## src/rtl/prog_updn_counter.sv

```systemverilog
// prog_updn_counter: programmable-step up/down counter with wrap, saturate and one-shot modes
module prog_updn_counter #(
    parameter int WIDTH  = 8,
    parameter int MAXVAL = 2**WIDTH-1,
    parameter int MODE   = 0
) (
    input  logic             Clock,
    input  logic             Reset,
    input  logic             Clear,
    input  logic             Enable,
    input  logic             Load,
    input  logic             UpDn,
    input  logic [WIDTH-1:0] Data,
    input  logic [WIDTH-1:0] Step,
    output logic [WIDTH-1:0] Q,
    output logic             Bound,
    output logic             Done,
    output logic             Zero
);
    typedef enum logic {RUN, DONE} state_t;
    localparam logic [WIDTH-1:0] MAXQ = WIDTH'(MAXVAL);
    localparam logic [WIDTH:0]   MAXE = (WIDTH+1)'(MAXVAL);
    localparam logic [WIDTH:0]   LIM  = (WIDTH+1)'(MAXVAL + 1);
    state_t state, state_nxt;
    logic [WIDTH-1:0] q_nxt, cnt, ld;
    logic [WIDTH:0] sum;
    logic bound_nxt, over, under, clip, hit;
    assign sum   = {1'b0, Q} + {1'b0, Step};
    assign over  = sum > MAXE;
    assign under = Step > Q;
    assign clip  = UpDn ? over : under;
    assign ld    = Data > MAXQ ? MAXQ : Data;
    assign cnt   = UpDn ? (over ? (MODE == 0 ? WIDTH'(sum - LIM) : MAXQ) : sum[WIDTH-1:0])
                        : (under ? (MODE == 0 ? WIDTH'({1'b0, Q} + LIM - {1'b0, Step}) : '0) : Q - Step);
    // one-shot finishes on any nonzero step that lands on or clips to the end value
    assign hit   = MODE == 2 && Step != '0 && cnt == (UpDn ? MAXQ : '0);
    always_comb begin
        q_nxt     = Q;
        bound_nxt = 1'b0;
        state_nxt = state;
        if (Clear) begin
            q_nxt     = '0;
            state_nxt = RUN;
        end else if (Load) begin
            q_nxt     = ld;
            state_nxt = RUN;
        end else if (Enable && state == RUN) begin
            q_nxt     = cnt;
            bound_nxt = MODE == 2 ? hit : clip;
            state_nxt = hit ? DONE : RUN;
        end
    end
    always_ff @(posedge Clock or posedge Reset) begin
        if (Reset) begin
            Q     <= '0;
            Bound <= 1'b0;
            state <= RUN;
        end else begin
            Q     <= q_nxt;
            Bound <= bound_nxt;
            state <= state_nxt;
        end
    end
    assign Done = state == DONE;
    assign Zero = Q == '0;
endmodule

```

## config.mk

```make
export PLATFORM = sky130hd
export DESIGN_NAME = prog_updn_counter
export DESIGN_NICKNAME = d
export VERILOG_FILES = /design/src/rtl/prog_updn_counter.sv
export SDC_FILE = /design/constraint.sdc
export NUM_CORES = 1
export LEC_CHECK = 0
export ABC_AREA = 0
export CAP_MARGIN = 20
export CORE_ASPECT_RATIO = 1.4
export CORE_MARGIN = 2
export CORE_UTILIZATION = 52
export DETAILED_ROUTE_END_ITERATION = 6
export PLACE_DENSITY = 0.86
export SLEW_MARGIN = 40
export SYNTH_ARGS = -nofsm -noshare
export SYNTH_HDL_FRONTEND = slang
export SYNTH_SLANG_ARGS = --single-unit
export TNS_END_PERCENT = 30
```

## constraint.sdc

```tcl
create_clock -name Clock -period 6 [get_ports Clock]
set_input_delay 1.2 -clock Clock [delete_from_list [all_inputs] [get_ports Clock]]
set_output_delay 1.2 -clock Clock [all_outputs]
set_load 0.01 [all_outputs]
```

==> impl_metrics.json, run 1 <==
{
  "status": "complete, no violations",
  "gr-usage-met3_pct": 1.79,
  "finalHoldViolCount": 0,
  "grtUsageMet2_pct": 49.2,
  "postSynthAreaPerCell_um2": 7.61,
  "die_y_um": 60.4,
  "grt_start_max_net_pins": 21,
  "drt-pass1-iter-count": 4,
  "globalplace.congestion": 0.907,
  "num_antenna_cells": 0,
  "ioPinCount": 33,
  "first_global_vias": 1142,
  "clk_latency_ns": 0.27,
  "leakagePower_nw": 0.706,
  "rsz0062_at_grt": "false",
  "seqPwrFrac_pct": 31.9,
  "ctsResizeCount": 0,
  "avgViaCountPerCell": 6.08,
  "setup.worst_path.start_class": "input port",
  "grtUsageMet1_pct": 29.2,
  "io_buffers": 31,
  "antenna_found_initial": 0,
  "htreeDepth": 1,
  "core_area_um2": 2150,
  "clock_sinks": 9,
  "drive_gt1_share_pct": 3.85,
  "switching_share_pct": 37.5,
  "finalCriticalPeriod_ns": 3.22,
  "peakVddDrop_mv": 0.110,
  "post_cts_buffers": 0,
  "worstPathMaxFanout": 9,
  "drv_slew": 0,
  "synth_warnings": 0,
  "nets": 223,
  "synth_cell_types": 43,
  "slew_headroom_pct": 53.7,
  "row_count": 20,
  "drc": 0,
  "syn-num-nets": 195,
  "synth_area_um2": 1180,
  "antenna_left": 0,
  "p_sw_w": 0.0000870,
  "async_reset_ff_share_pct": 100,
  "critPathRequiredTime_ns": 6.14,
  "p_int_w": 0.000145,
  "cpPeakStageDelay_ns": 0.48,
  "fin_worst_skew_ns": 0.00475,
  "worst_pin_slew_ns": 0.692,
  "seq_area_frac_synth_pct": 19.1,
  "worstPathCellList": "clkdlybuf4s50_1 > inv_1 > ha_1 > or2_1 > a211oi_2 > o311ai_1 > o211a_1 > or3_1",
  "die_area_um2": 2670,
  "cts_max_path_buffers": 2,
  "critPathArrivalTime_ns": 3.36,
  "start_util_pct": 54.8,
  "ys.flop_type": "dfrtp_1",
  "clkTransAtPathRegs_ns": 0.06,
  "overflow": 0,
  "routed_wl_mm": 3.05,
  "period_share_pct": 53.6,
  "numCtsBuffers": 3,
  "post_drt_wl_per_cell_um": 14.9,
  "rrSetupSlack_ns": 3.75,
  "drv_cap": 0,
  "drt_iter0_drc": 53,
  "utilization_pct": 70.1,
  "ctsHoldBuffers": 0,
  "path_buf_inv": 2,
  "n_fill_cell": 187,
  "p_clk_share_pct": 20.5,
  "worst_path_dominant_cell_family": "simple AND/OR/NAND/NOR gates",
  "end_kind": "flip-flop",
  "synth_edf_count": 0,
  "cp_slowest_cell": "clkdlybuf4s50_1",
  "grt.total_usage_pct": 25.3,
  "grt_pass1_wl_mm": 4.97,
  "layout_common_cells": "31 x clkdlybuf4s50_1, 19 x inv_1, 17 x a21oi_1",
  "cts_tree": "yes",
  "hpwlAfterDp_mm": 2.47,
  "pwr_density_cell_nw_per_um2": 154,
  "vias": 1240,
  "root_buffer": "clkbuf_4",
  "power_w": 0.000232,
  "ys_ff_latch": 9,
  "die_x_um": 44.3,
  "areaGrowthSynthToFinish_pct": 27.8,
  "p_comb_share_pct": 47.6,
  "fmax_ghz": 0.311,
  "syn_inst": 155,
  "layout_commonest_cell": "clkdlybuf4s50_1",
  "setup_viol_count_final": 0,
  "finalSetupTns_ns": 0,
  "critPathKind": "input port to flip-flop",
  "min_path_type": "flip-flop to flip-flop",
  "top_usage_layer": "met2"
}
[worst min-delay path, stage by stage (launching register included)]
cell and delay [ns]:
dfrtp_1 0.44, a21oi_1 0.16, a221oi_1 0.08
[metal layers]
metal  routed length, um  part of all wire (%)
met1                1170                    38
met5                   0                     0
met3                 110                   3.6
met2                1740                    57
met4                  25                  0.82
[worst paths after layout]
check | startpoint | endpoint | depth (start not counted)
max | Step[3] | Q[7] | 8
min | Q[2] | Q[2] | 2
min reg2reg | Q[2] | Q[2] | 2
max in group asynchronous | Reset | Q[3] | 2
max reg2reg | Q[0] | Q[6] | 7
min in group asynchronous | Reset | Q[6] | 2
[kinds of logic after synthesis]
kind of cell               count (synthesis)  synth area share, %
DFF                                        9                 19.1
xor gates and xnor gates                   1                0.742
and+or+nand+nor                           47                 19.8
AOI/OAI and AO/OA                         50                 29.4
buffers and inverters                     28                 9.44
adders and majority gates                 18                 20.4
other                                      1                0.318
muxes                                      1                0.848
[power groups by stage]
stage	Combinational, W	Clock, W	Sequential, W
global route	0.000123	0.0000511	0.0000746
CTS	0.000111	0.0000482	0.0000739
finish	0.000111	0.0000477	0.0000740
detailed placement	0.000110	0	0.0000750
global placement	0.000109	0	0.0000748
floorplan	0.0000674	0	0.0000747
[synth_stat cells, types with 2 or more instances]
cell | n | share of area [%]
nand3_1 | 5 | 2.1
a2111oi_0 | 2 | 1.5
a211oi_1 | 5 | 3.2
o31ai_1 | 3 | 1.9
nor3b_1 | 3 | 1.9
o21ai_0 | 5 | 2.1
ha_1 | 16 | 17
nand2b_1 | 3 | 1.6
buf_2 | 2 | 0.85
nor3_1 | 4 | 1.7
or4_1 | 2 | 1.3
inv_1 | 19 | 6.0
nor2_1 | 14 | 4.5
o32ai_1 | 2 | 1.5
nor2b_1 | 4 | 2.1
a21oi_1 | 17 | 7.2
fa_1 | 2 | 3.4
nand2_1 | 8 | 2.5
dfrtp_1 | 9 | 19
a21o_1 | 2 | 1.3
o2111ai_1 | 3 | 2.2
clkbuf_1 | 4 | 1.3
[registers in the layout, summed over array words and instances, names as in the netlist]
register  flops
Bound         1
Q             8
[area by class of cell]
type	instances	area, um^2	share of cell area (%)
clock buffers	4	26.3	1.74
repair buffers	31	310	20.6
well taps	22	27.5	1.83
inverters	20	75.1	4.98
multi-input cells	118	843	55.9
flip-flops and latches	9	225	14.9
[through the flow]
stage | setup slack, ns | area, um^2 | cells | hold slack (ns)
global placement | 2.55 | 1480 | 200 | 0.707
CTS | 2.79 | 1510 | 204 | 0.720
detailed placement | 2.52 | 1480 | 200 | 0.706
floorplan | 3.19 | 1180 | 155 | 0.687
global route | 2.59 | 1510 | 204 | 0.745
finish | 2.78 | 1510 | 204 | 0.725
(Power assumes the default switching activity.)
==> inputs of run 2 (changes only) <==
CORE_UTILIZATION = 48   (was 52)
PLACE_DENSITY = 0.8   (was 0.86)
clock period = 3.2 ns   (was 6 ns; I/O delays follow)
==> impl_metrics.json, run 2 (synthesis gave the netlist of run 1 again) <==
{
  "row_count": 21,
  "layout_commonest_cell": "clkdlybuf4s50_1",
  "drt-pass1-iter-count": 4,
  "overflow": 0,
  "drv_slew": 0,
  "largest_reg_flops": 8,
  "clkTransAtPathRegs_ns": 0.07,
  "hpwlAfterDp_mm": 2.73,
  "root_buffer": "clkbuf_4",
  "critPathKind": "input port to flip-flop",
  "io_buffers": 31,
  "final_cells": 209,
  "die_area_um2": 2880,
  "grt.total_usage_pct": 24.5,
  "ctsHoldBuffers": 0,
  "n_fill_cell": 227,
  "period_share_pct": 83.7,
  "start_util_pct": 49.9,
  "die_x_um": 45.9,
  "regArea_um2": 225,
  "drive_gt1_share_pct": 5.91,
  "worst_path_dominant_cell_family": "compound AO/OA/AOI/OAI gates",
  "finalHoldViolCount": 0,
  "min_path_type": "input port to async pin",
  "critPathRequiredTime_ns": 3.36,
  "cp_slowest_cell": "clkdlybuf4s50_1",
  "finalCriticalPeriod_ns": 2.68,
  "setup.worst_path.start_class": "input port",
  "post_drt_wl_per_cell_um": 16.0,
  "layout_common_cells": "31 x clkdlybuf4s50_1, 19 x inv_1, 17 x a21oi_1",
  "grt_start_max_net_pins": 14,
  "clock_sinks": 9,
  "first_global_vias": 1235,
  "finalSetupTns_ns": 0,
  "end_kind": "flip-flop",
  "peakVddDrop_mv": 0.258,
  "worstPathMaxFanout": 3,
  "fmax_ghz": 0.374,
  "grt_pass1_wl_mm": 5.26,
  "worstReg2RegStart": "Q[0]",
  "drv_cap": 0,
  "largest-register": "Q",
  "cts_max_path_buffers": 2,
  "cp-startpoint": "Step[0]",
  "fin_worst_skew_ns": 0.00738,
  "post-place-cells": 205,
  "reg_top3": "Q: 8 flops, Bound: 1 flops",
  "avgViaCountPerCell": 6.14,
  "routed_wl_mm": 3.33,
  "htreeDepth": 1,
  "leakagePower_nw": 0.725,
  "critPathArrivalTime_ns": 2.84,
  "vias": 1283,
  "nets": 227,
  "areaGrowthSynthToFinish_pct": 30.4,
  "drc": 0,
  "cts_tree": "yes",
  "ctsResizeCount": 0,
  "antenna_found_initial": 0,
  "drt_iter0_drc": 24,
  "die_y_um": 62.7,
  "multi_input_area_um2": 843,
  "num_antenna_cells": 0,
  "globalplace.congestion": 0.913,
  "status": "complete, no violations",
  "worstPathCellList": "clkdlybuf4s50_1 > ha_1 > fa_1 > nand2b_1 > a211oi_1 > a2111o_1 > and3_1 > o32ai_1",
  "ioPinCount": 33,
  "post_cts_buffers": 0,
  "pwr_density_cell_nw_per_um2": 290,
  "cpPeakStageDelay_ns": 0.43,
  "path_buf_inv": 1,
  "antenna_left": 0,
  "clk_latency_ns": 0.27,
  "setup_viol_count_final": 0,
  "rsz0062_at_grt": "false",
  "numCtsBuffers": 3,
  "core_area_um2": 2360
}
run 2: path summary, 6_finish.rpt:
kind,to,slack [ns],depth (start not counted)
max reg2reg,Q[6],0.88,7
min reg2reg,Bound,0.73,2
min,Q[2],0.64,2
min in group Clock,Bound,0.73,2
max in group asynchronous,Bound,2.29,2
max,Q[6],0.52,8
run 2: metal layers:
layer / global-route usage, % / wire length [um]
met4: 10.0 / 107
met5: 0 / 0
met2: 43.2 / 1810
met1: 27.1 / 1290
met3: 4.34 / 135
run 2: area by class of cell:
type                            instances  area share (%)
Multi-Input combinational cell        118            54.8
Timing Repair Buffer                   35            22.1
Sequential cell                         9            14.6
Inverter                               20            4.88
Tap cell                               23            1.87
Clock buffer                            4            1.71
run 2: worst reg2reg max path: cells and delay by family, from the launching register on:
kind	cells	cell delay [ns]
adder cells (fa/ha/maj)	2	0.66
flip-flops	1	0.42
AND/OR/NAND/NOR	2	0.32
AO/OA/AOI/OAI	3	0.81
run 2: per-stage QoR:
step	cell area [um^2]	hold WS (ns)	power, W	worst slack (ns)	utilization [%]
3_3_place_gp	1510	0.722	0.000352	0.278	64.0
2_1_floorplan	1180	0.468	0.000266	0.946	-
6_report	1540	0.640	0.000447	0.523	65.1
3_5_place_dp	1510	0.714	0.000355	0.262	64.0
4_1_cts	1540	0.657	0.000446	0.528	65.1
5_1_grt	1540	0.661	0.000476	0.392	65.1
run 2: power by group:
group | internal [W] | switching (W)
combinational | 0.000106 | 0.000109
clock | 0.0000482 | 0.0000442
sequential | 0.000123 | 0.0000163
total | 0.000277 | 0.000170
